[src/rtl/mops_sdo_responder.sv]
// mops_sdo_responder: CANopen SDO expedited-upload responder for a MOPS-style node.
// Accepts one request frame at a time, decodes it and answers with either an expedited upload
// (index 0x1000 device type, or 0x2400 ADC channel read) or an SDO abort. Requests not
// addressed to this node, or RTR frames, are dropped without a response.
//
// Optional feature: define MOPS_SIGN_ON_EN to emit the NMT boot-up frame (COB 0x700+NODE_ID)
// after reset, before the first request is accepted. Without it, reset exits straight to IDLE.
//
// Ports:
//   clk        in   bus-side clock
//   rst        in   synchronous reset, active-high
//   req_frame  in   [75:65] COB-ID, [64] RTR, [63:0] bytes 0..7 (byte0 = [63:56])
//   req_valid  in   req_frame valid
//   req_ready  out  high only in IDLE
//   adc_ch     out  ADC channel being requested
//   adc_req    out  level request, held for the whole ADC wait
//   adc_ack    in   one-cycle strobe, adc_data valid
//   adc_data   in   ADC result
//   rsp_frame  out  response frame, same layout as req_frame
//   rsp_valid  out  response valid, held until rsp_ready
//   rsp_ready  in   downstream accepts the response
//   busy       out  high in any state other than IDLE
module mops_sdo_responder #(
  parameter logic [6:0]  NODE_ID     = 7'h01,
  parameter int unsigned ADC_TIMEOUT = 255
) (
  input  logic        clk,
  input  logic        rst,
  input  logic [75:0] req_frame,
  input  logic        req_valid,
  output logic        req_ready,
  output logic [4:0]  adc_ch,
  output logic        adc_req,
  input  logic        adc_ack,
  input  logic [15:0] adc_data,
  output logic [75:0] rsp_frame,
  output logic        rsp_valid,
  input  logic        rsp_ready,
  output logic        busy
);

  localparam logic [10:0] CobRx   = 11'h600 + {4'b0, NODE_ID};
  localparam logic [10:0] CobTx   = 11'h580 + {4'b0, NODE_ID};
  localparam logic [10:0] CobBoot = 11'h700 + {4'b0, NODE_ID};
  // Last counter value of the ADC wait window; the wait lasts ADC_TIMEOUT cycles.
  localparam logic [7:0]  TmoLast = 8'(ADC_TIMEOUT - 1);

  localparam logic [31:0] AbortCmd     = 32'h0504_0001;
  localparam logic [31:0] AbortSubIdx  = 32'h0609_0011;
  localparam logic [31:0] AbortNoObj   = 32'h0602_0000;
  localparam logic [31:0] AbortTimeout = 32'h0800_0000;
  localparam logic [31:0] DeviceType   = 32'h0000_0191;

  typedef enum logic [2:0] {
    StBoot    = 3'd0,
    StIdle    = 3'd1,
    StDecode  = 3'd2,
    StAdcWait = 3'd3,
    StSend    = 3'd4
  } state_e;

`ifdef MOPS_SIGN_ON_EN
  localparam state_e RstState = StBoot;
  localparam logic   RstBusy  = 1'b1;
`else
  localparam state_e RstState = StIdle;
  localparam logic   RstBusy  = 1'b0;
`endif

  // Build a response frame; data bytes go out LSB first in bytes 4..7.
  function automatic logic [75:0] mk_frame(logic [10:0] cob, logic [7:0] cmd, logic [23:0] mux,
                                           logic [31:0] data);
    return {cob, 1'b0, cmd, mux, data[7:0], data[15:8], data[23:16], data[31:24]};
  endfunction

  state_e      state_q, state_d;
  logic [75:0] req_q, req_d;
  logic [75:0] rsp_frame_q, rsp_frame_d;
  logic        rsp_valid_q, rsp_valid_d;
  logic [4:0]  adc_ch_q, adc_ch_d;
  logic        adc_req_q, adc_req_d;
  logic        req_ready_q, req_ready_d;
  logic        busy_q, busy_d;
  logic [7:0]  cnt_q, cnt_d;

  // Fields of the latched request.
  logic [10:0] rq_cob;
  logic        rq_rtr;
  logic [7:0]  rq_cmd;
  logic [23:0] rq_mux;
  logic [15:0] rq_index;
  logic [7:0]  rq_sub;

  assign rq_cob   = req_q[75:65];
  assign rq_rtr   = req_q[64];
  assign rq_cmd   = req_q[63:56];
  assign rq_mux   = req_q[55:32];
  assign rq_index = {req_q[47:40], req_q[55:48]};
  assign rq_sub   = req_q[39:32];

  always_comb begin
    state_d     = state_q;
    req_d       = req_q;
    rsp_frame_d = rsp_frame_q;
    rsp_valid_d = rsp_valid_q;
    adc_ch_d    = adc_ch_q;
    cnt_d       = '0;

    unique case (state_q)
      StBoot: begin
`ifdef MOPS_SIGN_ON_EN
        if (!rsp_valid_q) begin
          rsp_frame_d = {CobBoot, 1'b0, 64'h0};
          rsp_valid_d = 1'b1;
        end else if (rsp_ready) begin
          rsp_valid_d = 1'b0;
          state_d     = StIdle;
        end
`else
        state_d = StIdle;
`endif
      end

      StIdle: begin
        if (req_valid && req_ready_q) begin
          req_d   = req_frame;
          state_d = StDecode;
        end
      end

      StDecode: begin
        if (rq_cob != CobRx || rq_rtr) begin
          state_d = StIdle;
        end else if (rq_cmd != 8'h40) begin
          rsp_frame_d = mk_frame(CobTx, 8'h80, rq_mux, AbortCmd);
          rsp_valid_d = 1'b1;
          state_d     = StSend;
        end else if (rq_index == 16'h1000) begin
          rsp_frame_d = mk_frame(CobTx, 8'h43, rq_mux, DeviceType);
          rsp_valid_d = 1'b1;
          state_d     = StSend;
        end else if (rq_index == 16'h2400) begin
          if (rq_sub <= 8'h1F) begin
            adc_ch_d = rq_sub[4:0];
            state_d  = StAdcWait;
          end else begin
            rsp_frame_d = mk_frame(CobTx, 8'h80, rq_mux, AbortSubIdx);
            rsp_valid_d = 1'b1;
            state_d     = StSend;
          end
        end else begin
          rsp_frame_d = mk_frame(CobTx, 8'h80, rq_mux, AbortNoObj);
          rsp_valid_d = 1'b1;
          state_d     = StSend;
        end
      end

      StAdcWait: begin
        cnt_d = cnt_q + 8'd1;
        // An ack landing in the expiry cycle still produces the data response.
        if (adc_ack) begin
          rsp_frame_d = mk_frame(CobTx, 8'h43, rq_mux, {16'h0, adc_data});
          rsp_valid_d = 1'b1;
          state_d     = StSend;
        end else if (cnt_q == TmoLast) begin
          rsp_frame_d = mk_frame(CobTx, 8'h80, rq_mux, AbortTimeout);
          rsp_valid_d = 1'b1;
          state_d     = StSend;
        end
      end

      StSend: begin
        if (rsp_ready) begin
          rsp_valid_d = 1'b0;
          state_d     = StIdle;
        end
      end

      default: state_d = StIdle;
    endcase

    // Status outputs are registered from the next state so they line up with state_q.
    req_ready_d = (state_d == StIdle);
    adc_req_d   = (state_d == StAdcWait);
    busy_d      = (state_d != StIdle);
  end

  always_ff @(posedge clk) begin
    if (rst) begin
      state_q     <= RstState;
      req_q       <= '0;
      rsp_frame_q <= '0;
      rsp_valid_q <= 1'b0;
      adc_ch_q    <= '0;
      adc_req_q   <= 1'b0;
      req_ready_q <= 1'b0;
      busy_q      <= RstBusy;
      cnt_q       <= '0;
    end else begin
      state_q     <= state_d;
      req_q       <= req_d;
      rsp_frame_q <= rsp_frame_d;
      rsp_valid_q <= rsp_valid_d;
      adc_ch_q    <= adc_ch_d;
      adc_req_q   <= adc_req_d;
      req_ready_q <= req_ready_d;
      busy_q      <= busy_d;
      cnt_q       <= cnt_d;
    end
  end

  assign req_ready = req_ready_q;
  assign adc_ch    = adc_ch_q;
  assign adc_req   = adc_req_q;
  assign rsp_frame = rsp_frame_q;
  assign rsp_valid = rsp_valid_q;
  assign busy      = busy_q;

endmodule
[config.mk]
export PLATFORM = sky130hd
export DESIGN_NAME = mops_sdo_responder
export DESIGN_NICKNAME = d
export VERILOG_FILES = /design/src/rtl/mops_sdo_responder.sv
export SDC_FILE = /design/constraint.sdc
export NUM_CORES = 1
export LEC_CHECK = 0
export ABC_AREA = 1
export CAP_MARGIN = 20
export CORE_ASPECT_RATIO = 1.25
export CORE_MARGIN = 5
export CORE_UTILIZATION = 41
export CTS_CLUSTER_SIZE = 40
export DETAILED_ROUTE_END_ITERATION = 10
export PLACE_DENSITY = 0.89
export RECOVER_POWER = 50
export SLEW_MARGIN = 15
export SYNTH_ARGS = -nofsm -noshare
export SYNTH_HDL_FRONTEND = slang
export SYNTH_SLANG_ARGS = --single-unit
[constraint.sdc]
create_clock -name clk -period 1.5 [get_ports clk]
set_clock_uncertainty 0.1 [all_clocks]
set_input_delay 0.15 -clock clk [delete_from_list [all_inputs] [get_ports clk]]
set_output_delay 0.15 -clock clk [all_outputs]
set_load 0.005 [all_outputs]
==> flow_summary_export.csv, run 1 <==
group,metric,value,unit
run_status,status,"complete, but fails checks",
run_status,violations,"negative setup slack",
sta,timing.hold.ws,212,ps
routing,wl_per_cell,16.6,um
worst_hold_path,hold_path.class,"in2reg",
finish,layout_commonest_cell,"nor2_1",
clock_network,cts_made_buffers,17,
critical_path,crit_type,"reg2reg",
sta,worst_slack,-322,ps
yosys,synth_seq_cells,113,
floorplan,initial_core_util,41.9,%
clock_network,path_clk_slew,50,ps
yosys,synth.distinct_cells,32,
floorplan,rows,45,
yosys,ys_seq_area_share,44.3,%
critical_path,end_kind,"flop",
finish,fillers,879,
critical_path,worst-path-max-fanout,3,
sta,min_period_over_period,121,%
sta,setup_viol,62,
routing,vias_per_cell,5.09,
global_routing,grt_pass1_wl,23500,um
run,maxCapViolCount,0,
sta,rsz0062_at_grt,"yes",
floorplan,die_x,110,um
critical_path,required,1730,ps
yosys,async_flop_share,0,%
finish,antenna_cells,0,
finish,fin_nets,1014,
finish,seqCellArea,2280,um2
yosys,synth_edf_count,0,
yosys,ys_warn_count,0,
global_routing,grt_usage,20.2,%
routing,drtIter0Drc,471,
yosys,synth_flop_cell,"dfxtp_1",
power_and_ir_drop,ir_worst_vdd,835,uV
critical_path,critPathLaunchType,"flop",
yosys,synth_area,5100,um2
global_routing,grt_max_degree,49,
power_and_ir_drop,static-leakage-power,3.92,nW
clock_network,clk-insertion-delay-late,410,ps
sta,post-route-min-period,1820,ps
finish,final_cell_count_no_fill,1090,
sta,slew_violations,0,
global_routing,grt-ovfl-total,0,
routing,detail-route-antenna-nets,0,
routing,wirelength,18100,um
routing,drc_errors,0,
routing,first_pass_iters,5,
finish,multi_input_area,2670,um2
placed_design,numPortBuffers,129,
clock_network,clk_path_buf_depth,2,
finish,mostFrequentLayoutCells,"nor2_1 (153), nand2_1 (101), dfxtp_1 (95)",
finish,layout-drive-gt1-share,27.8,%
floorplan,die_y,135,um
floorplan,core_area,12200,um2
clock_network,htreeDepth,4,
clock_network,cts_tree,"done",
placed_design,dpl.cell_count,1037,
floorplan,io_pins,182,
floorplan,dieArea,14800,um2
critical_path,crit_arrival,2050,ps
placed_design,dpl.hpwl,10300,um
clock_network,clkSinkCount,113,
global_routing,antenna_found_initial,0,
sta,hold_viol,0,
placed_design,place_congestion,0.824,
sta,fmaxAchievable,549,MHz
global_routing,grt_pass1_vias,5006,
yosys,synth_area_per_cell,7.19,um2
routing,vias,5553,
finish,area_growth_syn_to_layout,59.7,%
power_and_ir_drop,power_density,1340,nW/um2
yosys,syn_inst,709,
clock_network,root_buffer,"clkbuf_16",
repair_timing:
item / CTS / global route
pin swaps: 7 / 31
resized for setup: 98 / 131
hold buffers: 0 / 0
hold endpoints to repair: 0 / 0
gates cloned: 1 / 3
setup buffers: 10 / 11
endpoints found under the setup margin: 107 / 92
state kept, by name, summed over array words and instances (netlist names):
register,cells
rsp_valid,1
state_q,3
rsp_frame,49
cnt_q,8
adc_ch,5
adc_req,1
busy,1
req_ready,1
req_q,44
final timing paths:
kind / from / endpoint / slack, ps / depth (start not counted)
worst max-delay path: req_q[46]$_SDFFE_PP0P_ / rsp_frame[24]$_SDFFE_PP0P_ / -320 / 11
worst min-delay path: req_frame[74] / req_q[74]$_SDFFE_PP0P_ / 210 / 3
worst max register to register: req_q[46]$_SDFFE_PP0P_ / rsp_frame[24]$_SDFFE_PP0P_ / -320 / 11
worst min register to register: rsp_frame[63]$_SDFFE_PP0P_ / rsp_frame[63]$_SDFFE_PP0P_ / 380 / 2
synthesized netlist by cell type (3+ instances only):
cell	count	area, um2
buf_4	36	270
inv_2	5	18.8
nand3_1	18	90.1
nor2_2	3	18.8
o21ai_0	50	250
nand2_1	126	473
nand3b_1	41	308
a21oi_1	36	180
buf_6	3	33.8
clkbuf_8	4	55.1
nand4_1	3	18.8
dfxtp_1	113	2260
inv_1	44	165
clkbuf_1	16	60.1
nor2_1	189	709
metal layers:
| layer | global-route usage, % | vias up | routed length (um) |
|---|---|---|---|
| li1 | - | 2611 | - |
| met1 | 21.8 | 2556 | 6550 |
| met2 | 35.9 | 296 | 9260 |
| met3 | 4.78 | 90 | 1230 |
| met4 | 10.5 | 0 | 1010 |
| met5 | 0 | - | 0 |
where the power goes:
group | internal (mW) | switching, mW | leakage (nW)
combinational | 1.47 | 1.73 | 2.72
clock | 2.59 | 1.33 | 0.279
sequential | 3.48 | 0.270 | 0.926
total | 7.54 | 3.33 | 3.92
metrics by stage:
stage / util, % / setup slack (ps) / area, um2 / power, mW / TNS (ps)
2_1_floorplan: - / 2.31 / 5180 / 5.08 / 0
3_3_place_gp: 56.6 / -124 / 6880 / 6.23 / -7220
3_5_place_dp: 56.6 / -165 / 6880 / 6.32 / -9250
4_1_cts: 63.0 / -142 / 7660 / 10.4 / -5600
5_1_grt: 67.0 / -394 / 8150 / 11.4 / -17930
6_report: 67.0 / -322 / 8150 / 10.9 / -12620
cell families after synthesis:
logic type                 synth area share [%]
adders and majority gates                 0.490
xor gates and xnor gates                  0.172
AOI/OAI and AO/OA                          8.85
and+or+nand+nor                            33.4
other                                    0.0735
DFF                                        44.3
buffers and inverters                      12.6
critical path: stages (launching register included):
cell and delay, ps:
dfxtp_1 320, buf_4 150, nor2_4 130, nand2_1 100, nor2_1 180, nand2_1 120
buf_4 170, nand2_2 110, o21ai_1 90, nand2_2 70, nand2_1 60, nor2_1 150
area by class of cell:
class / instances / area share, %
sequential: 113 / 28.0
multi-input combinational: 503 / 32.8
clock buffer: 25 / 6.08
clock inverter: 5 / 0.952
tap: 164 / 2.52
inverter: 50 / 2.44
timing repair buffer: 230 / 27.2
(Power assumes the default switching activity.)
==> run 2: changes to the inputs <==
TNS_END_PERCENT = 5   (was not set)
==> run 2 against run 1 <==
The flow still finishes with violations (negative setup slack). Register-to-register slack better by 60 ps. Count of clock-buffer cells in the layout stayed put. Via count is 5.1% lower. Non-clock buffer count is 16 lower. Maximum frequency is 3.2% higher. Global-route usage is 0.92 points lower. Power is 3.4% lower. Core utilization is 2.8 points lower. Routed wire length is 9.9% lower. Cell count is 1.5% lower. Critical path type unchanged. Clock power hardly changed.
==> flow_summary_export.csv, run 2 (synthesis results as in run 1) <==
group,metric,value,unit
critical_path,crit_arrival,1970,ps
floorplan,io_pins,182,
power_and_ir_drop,static-leakage-power,3.75,nW
finish,final_area,7800,um2
routing,wl_per_cell,15.1,um
critical_path,cp_slowest_cell,"dfxtp_1",
critical_path,endpoint,"rsp_frame[36]$_SDFFE_PP0P_",
floorplan,rows,45,
global_routing,met1_usage,21.4,%
routing,first_pass_iters,5,
critical_path,ff2ff_path_depth,11,
critical_path,critPathLaunchType,"flop",
critical_path,worstSetupStartpoint,"state_q[2]$_SDFF_PP0_",
critical_path,r2r_start,"state_q[2]$_SDFF_PP0_",
global_routing,grt-ovfl-total,0,
power_and_ir_drop,ir_worst_vdd,800,uV
power_and_ir_drop,power_density,1350,nW/um2
clock_network,cts_tree,"done",
sta,setup_viol,61,
critical_path,r2r_slack,-270,ps
routing,drc_errors,0,
finish,fin_nets,998,
global_routing,grt-busiest-layer,"met2",
clock_network,clk-insertion-delay-late,410,ps
critical_path,required,1700,ps
critical_path,cp_top_family,"simple AND/OR/NAND/NOR gates",
clock_network,path_clk_slew,50,ps
routing,detail-route-antenna-nets,0,
finish,largest_reg_flops,49,
floorplan,core_area,12200,um2
placed_design,place_congestion,0.824,
critical_path,r2r-end,"rsp_frame[36]$_SDFFE_PP0P_",
sta,finalSetupTns,-12360,ps
critical_path,crit_cells,11,
placed_design,dpl_cell_area,6880,um2
floorplan,initial_core_util,41.9,%
placed_design,dpl.hpwl,10300,um
routing,vias_per_cell,4.91,
floorplan,dieArea,14800,um2
critical_path,crit_chain,"inv_2 > nand2_1 > nor2_2 > inv_1 > nor2_4 > nand2_8 > nand2_8 > clkinv_8 > clkbuf_16 > nor2_2 > nor2_1",
routing,vias,5272,
global_routing,grt_util_met2,34.0,%
worst_hold_path,hold_path.class,"in2reg",
sta,worst_slack,-266,ps
run,maxCapViolCount,0,
worst_hold_path,holdPathStages,3,
finish,mostFrequentLayoutCells,"nor2_1 (142), nand2_1 (119), dfxtp_1 (107)",
critical_path,crit_type,"reg2reg",
sta,post-route-min-period,1770,ps
clock_network,clkSinkCount,113,
critical_path,end_kind,"flop",
finish,area_growth_syn_to_layout,53.0,%
clock_network,htreeDepth,4,
routing,drtIter0Drc,363,
global_routing,grt_usage,19.2,%
routing,wirelength,16300,um
finish,layout-drive-gt1-share,21.9,%
global_routing,antenna_found_initial,0,
placed_design,numPortBuffers,129,
finish,antenna_cells,0,
run_status,status,"complete, but fails checks",
floorplan,die_x,110,um
finish,layout_commonest_cell,"nor2_1",
critical_path,worst-path-max-fanout,6,
sta,fmaxAchievable,566,MHz
clock_network,root_buffer,"clkbuf_16",
global_routing,grt_max_degree,49,
critical_path,max_stage_delay,320,ps
global_routing,use_met3,4.50,%
sta,slew_violations,0,
placed_design,place_ws,-165,ps
critical_path,path_buf_inv,4,
sta,min_period_over_period,118,%
clock_network,cts_made_buffers,17,
global_routing,grt_pass1_vias,4834,
clock_network,clk_path_buf_depth,2,
floorplan,die_y,135,um
run_status,violations,"negative setup slack",
global_routing,grt_pass1_wl,22600,um
sta,rsz0062_at_grt,"yes",
finish,fillers,935,
sta,hold_viol,0,
-- run 2: changes by cell type in the layout (fill, tap and decap cells not counted), sizes merged --
cell,before,now
buf,97,82
bufbuf,1,0
clkinv,2,3
clkinvlp,2,1
-- run 2: final cells by class --
class	instances	area, um2	share of cell area (%)
Clock inverter	5	77.6	0.994
Timing Repair Buffer	214	2020	25.9
Sequential cell	113	2270	29.1
Multi-Input combinational cell	503	2530	32.5
Tap cell	164	205	2.63
Inverter	50	200	2.57
Clock buffer	25	495	6.35
-- run 2: per-layer routing --
metal | up-vias | share of wire, % | wire length [um]
met4 | 0 | 3.5 | 563
met2 | 187 | 52 | 8530
met1 | 2472 | 39 | 6280
met3 | 40 | 5.4 | 882
met5 | - | 0 | 0
li1 | 2573 | - | -
-- run 2: worst register-to-register path: cells and delay by family (launching register included) --
kind                   cells  cell delay [ps]
AND/OR/NAND/NOR            7              800
buffers and inverters      4              440
flip-flops                 1              320
-- run 2: worst min-delay path by stage --
| stage | startpoint | endpoint |
|---|---|---|
| floorplan | req_frame[37] | req_q[37]$_SDFFE_PP0P_ |
| global placement | rsp_valid$_SDFFE_PP0P_ | rsp_valid$_SDFFE_PP0P_ |
| detailed placement | rsp_valid$_SDFFE_PP0P_ | rsp_valid$_SDFFE_PP0P_ |
| CTS | req_frame[62] | req_q[62]$_SDFFE_PP0P_ |
| global route | req_frame[75] | req_q[75]$_SDFFE_PP0P_ |
| finish | req_frame[74] | req_q[74]$_SDFFE_PP0P_ |
-- run 2: timing repair --
item,4_1_cts,5_1_grt
pin swaps,2,13
gates cloned,0,4
hold buffers,0,0
gates resized for setup,56,110
buffers inserted,0,3
endpoints found under the setup margin,107,91
-- run 2: through the flow --
step | util (%) | hold slack, ps | total power, mW | std cells
finish | 64.2 | 220 | 10.5 | 1074
CTS | 61.2 | 223 | 10.2 | 1067
global route | 64.2 | 220 | 11.0 | 1074
detailed placement | 56.6 | 346 | 6.32 | 1037
floorplan | - | 185 | 5.08 | 728
global placement | 56.6 | 336 | 6.23 | 1037
-- run 2: report_power, final --
group / switching [mW] / total [mW] / internal (mW)
sequential: 0.256 / 3.72 / 3.47
clock: 1.30 / 3.89 / 2.59
combinational: 1.55 / 2.89 / 1.34
==> run 3: changes to the inputs <==
CAP_MARGIN = 10   (was 20)
PLACE_DENSITY = 0.87   (was 0.89)
==> run 3 against run 2 <==
The run still ends with negative setup slack left. Cell area rose by 1.4%. Hold slack gained 7.3 ps. Sequential cell count stayed put. Die area unchanged. Global-route usage increased by 0.17 points. Combinational power up 2%. Sequential power about the same. Via count is 0.51% higher. Clock power rose by 4%. Routed wire length increased by 0.28%. First-iteration DRC count decreased by 15%. Critical path type unchanged.
==> flow_summary_export.csv, run 3 (synthesis results as in run 1) <==
group,metric,value,unit
sta,slew_violations,0,
finish,fillers,982,
placed_design,dpl.cell_count,1037,
power_and_ir_drop,power.net_switching,3.19,mW
critical_path,r2r_start,"state_q[2]$_SDFF_PP0_",
global_routing,grt_pass1_vias,4879,
global_routing,grt-ovfl-total,0,
run_status,violations,"negative setup slack",
finish,largest_reg_flops,49,
finish,final_area,7920,um2
power_and_ir_drop,power_frac_clock,37.6,%
power_and_ir_drop,power,10.7,mW
floorplan,rows,45,
routing,vias,5299,
finish,final_cell_count_no_fill,1075,
power_and_ir_drop,power_density,1350,nW/um2
routing,detail-route-antenna-nets,0,
worst_hold_path,hold_path.class,"in2reg",
critical_path,crit_type,"reg2reg",
global_routing,grt_pass1_wl,22900,um
clock_network,root_buffer,"clkbuf_16",
sta,timing.hold.ws,227,ps
critical_path,worst-path-max-fanout,8,
routing,wirelength,16300,um
critical_path,critPathLaunchType,"flop",
power_and_ir_drop,static-leakage-power,3.82,nW
routing,vias_per_cell,4.93,
finish,fin_nets,998,
placed_design,place_congestion,0.822,
global_routing,grt_usage,19.4,%
sta,rsz0062_at_grt,"yes",
finish,layout-drive-gt1-share,24.0,%
finish,layout_commonest_cell,"nor2_1",
finish,seqCellArea,2280,um2
finish,area_growth_syn_to_layout,55.2,%
critical_path,crit_arrival,1990,ps
sta,worst_slack,-291,ps
floorplan,initial_core_util,41.9,%
clock_network,path_clk_slew,50,ps
power_and_ir_drop,pwr-share-comb,27.5,%
sta,finalSetupTns,-12710,ps
clock_network,clk_path_buf_depth,2,
clock_network,clkSinkCount,113,
routing,first_pass_iters,5,
sta,hold_viol,0,
routing,drtIter0Drc,308,
finish,mostFrequentLayoutCells,"nor2_1 (139), nand2_1 (115), dfxtp_1 (100)",
global_routing,grt_max_degree,50,
floorplan,core_area,12200,um2
critical_path,required,1700,ps
clock_network,cts_tree,"done",
placed_design,dpl.hpwl,10100,um
sta,fmaxAchievable,558,MHz
sta,min_period_over_period,119,%
clock_network,hold_buffers,0,
floorplan,die_x,110,um
critical_path,worstSetupStartpoint,"state_q[2]$_SDFF_PP0_",
global_routing,antenna_found_initial,0,
power_and_ir_drop,sequentialPowerShare,34.9,%
placed_design,numPortBuffers,129,
critical_path,end_kind,"flop",
finish,final_util,65.1,%
placed_design,dpl_cell_area,6900,um2
power_and_ir_drop,p_int,7.54,mW
sta,post-route-min-period,1790,ps
routing,wl_per_cell,15.2,um
clock_network,htreeDepth,4,
worst_hold_path,hold_start,"req_frame[70]",
floorplan,die_y,135,um
run,maxCapViolCount,0,
finish,multi_input_area,2570,um2
routing,drc_errors,0,
sta,setup_viol,61,
clock_network,cts_made_buffers,17,
clock_network,clk-insertion-delay-late,400,ps
power_and_ir_drop,ir_worst_vdd,1320,uV
placed_design,place_ws,-162,ps
floorplan,io_pins,182,
power_and_ir_drop,swShare,29.7,%
run_status,status,"complete, but fails checks",
floorplan,dieArea,14800,um2
finish,antenna_cells,0,
run 3: layout make-up:
class	count	area share, %
clock buffers	21	5.82
clock inverters	10	1.71
inverters	50	2.53
multi-input cells	503	32.5
flip-flops and latches	113	28.8
well taps	164	2.59
repair buffers	214	26.1
run 3: worst paths after layout:
| check | end | slack [ps] | cells past startpoint |
|---|---|---|---|
| setup / recovery | rsp_frame[39]$_SDFFE_PP0P_ | -290 | 11 |
| hold / removal | req_q[70]$_SDFFE_PP0P_ | 230 | 3 |
| setup reg to reg | rsp_frame[39]$_SDFFE_PP0P_ | -290 | 11 |
| hold reg to reg | rsp_valid$_SDFFE_PP0P_ | 350 | 2 |
run 3: worst max-delay path, stage by stage, from the launching register on:
cell and delay, ps:
dfxtp_1 320, inv_2 80, nand2_2 80, nor2_2 160, inv_1 90, nor2_4 140
nand2_4 130, nand2_8 120, clkinv_8 100, clkbuf_16 180, nor2_2 100, nor2_1 50
run 3: per-layer routing:
layer | routed length [um] | up-vias | GRT usage [%]
li1 | - | 2572 | -
met1 | 6140 | 2457 | 22.0
met2 | 8400 | 217 | 33.4
met3 | 1080 | 53 | 5.93
met4 | 675 | 0 | 8.18
met5 | 0 | - | 0
run 3: timing repair:
action	4_1_cts	5_1_grt
endpoints found under the hold margin	0	0
pin swaps	10	24
buffers inserted	1	0
endpoints found under the setup margin	111	107
cloned	0	6
resized for setup	66	118
run 3: power groups by stage:
stage               sequential (mW)  combinational, mW  clock [mW]
floorplan                      3.73               1.34           0
global placement               3.73               2.55           0
detailed placement             3.74               2.61           0
CTS                            3.68               2.62        4.08
global route                   3.79               3.23        4.22
finish                         3.74               2.95        4.03
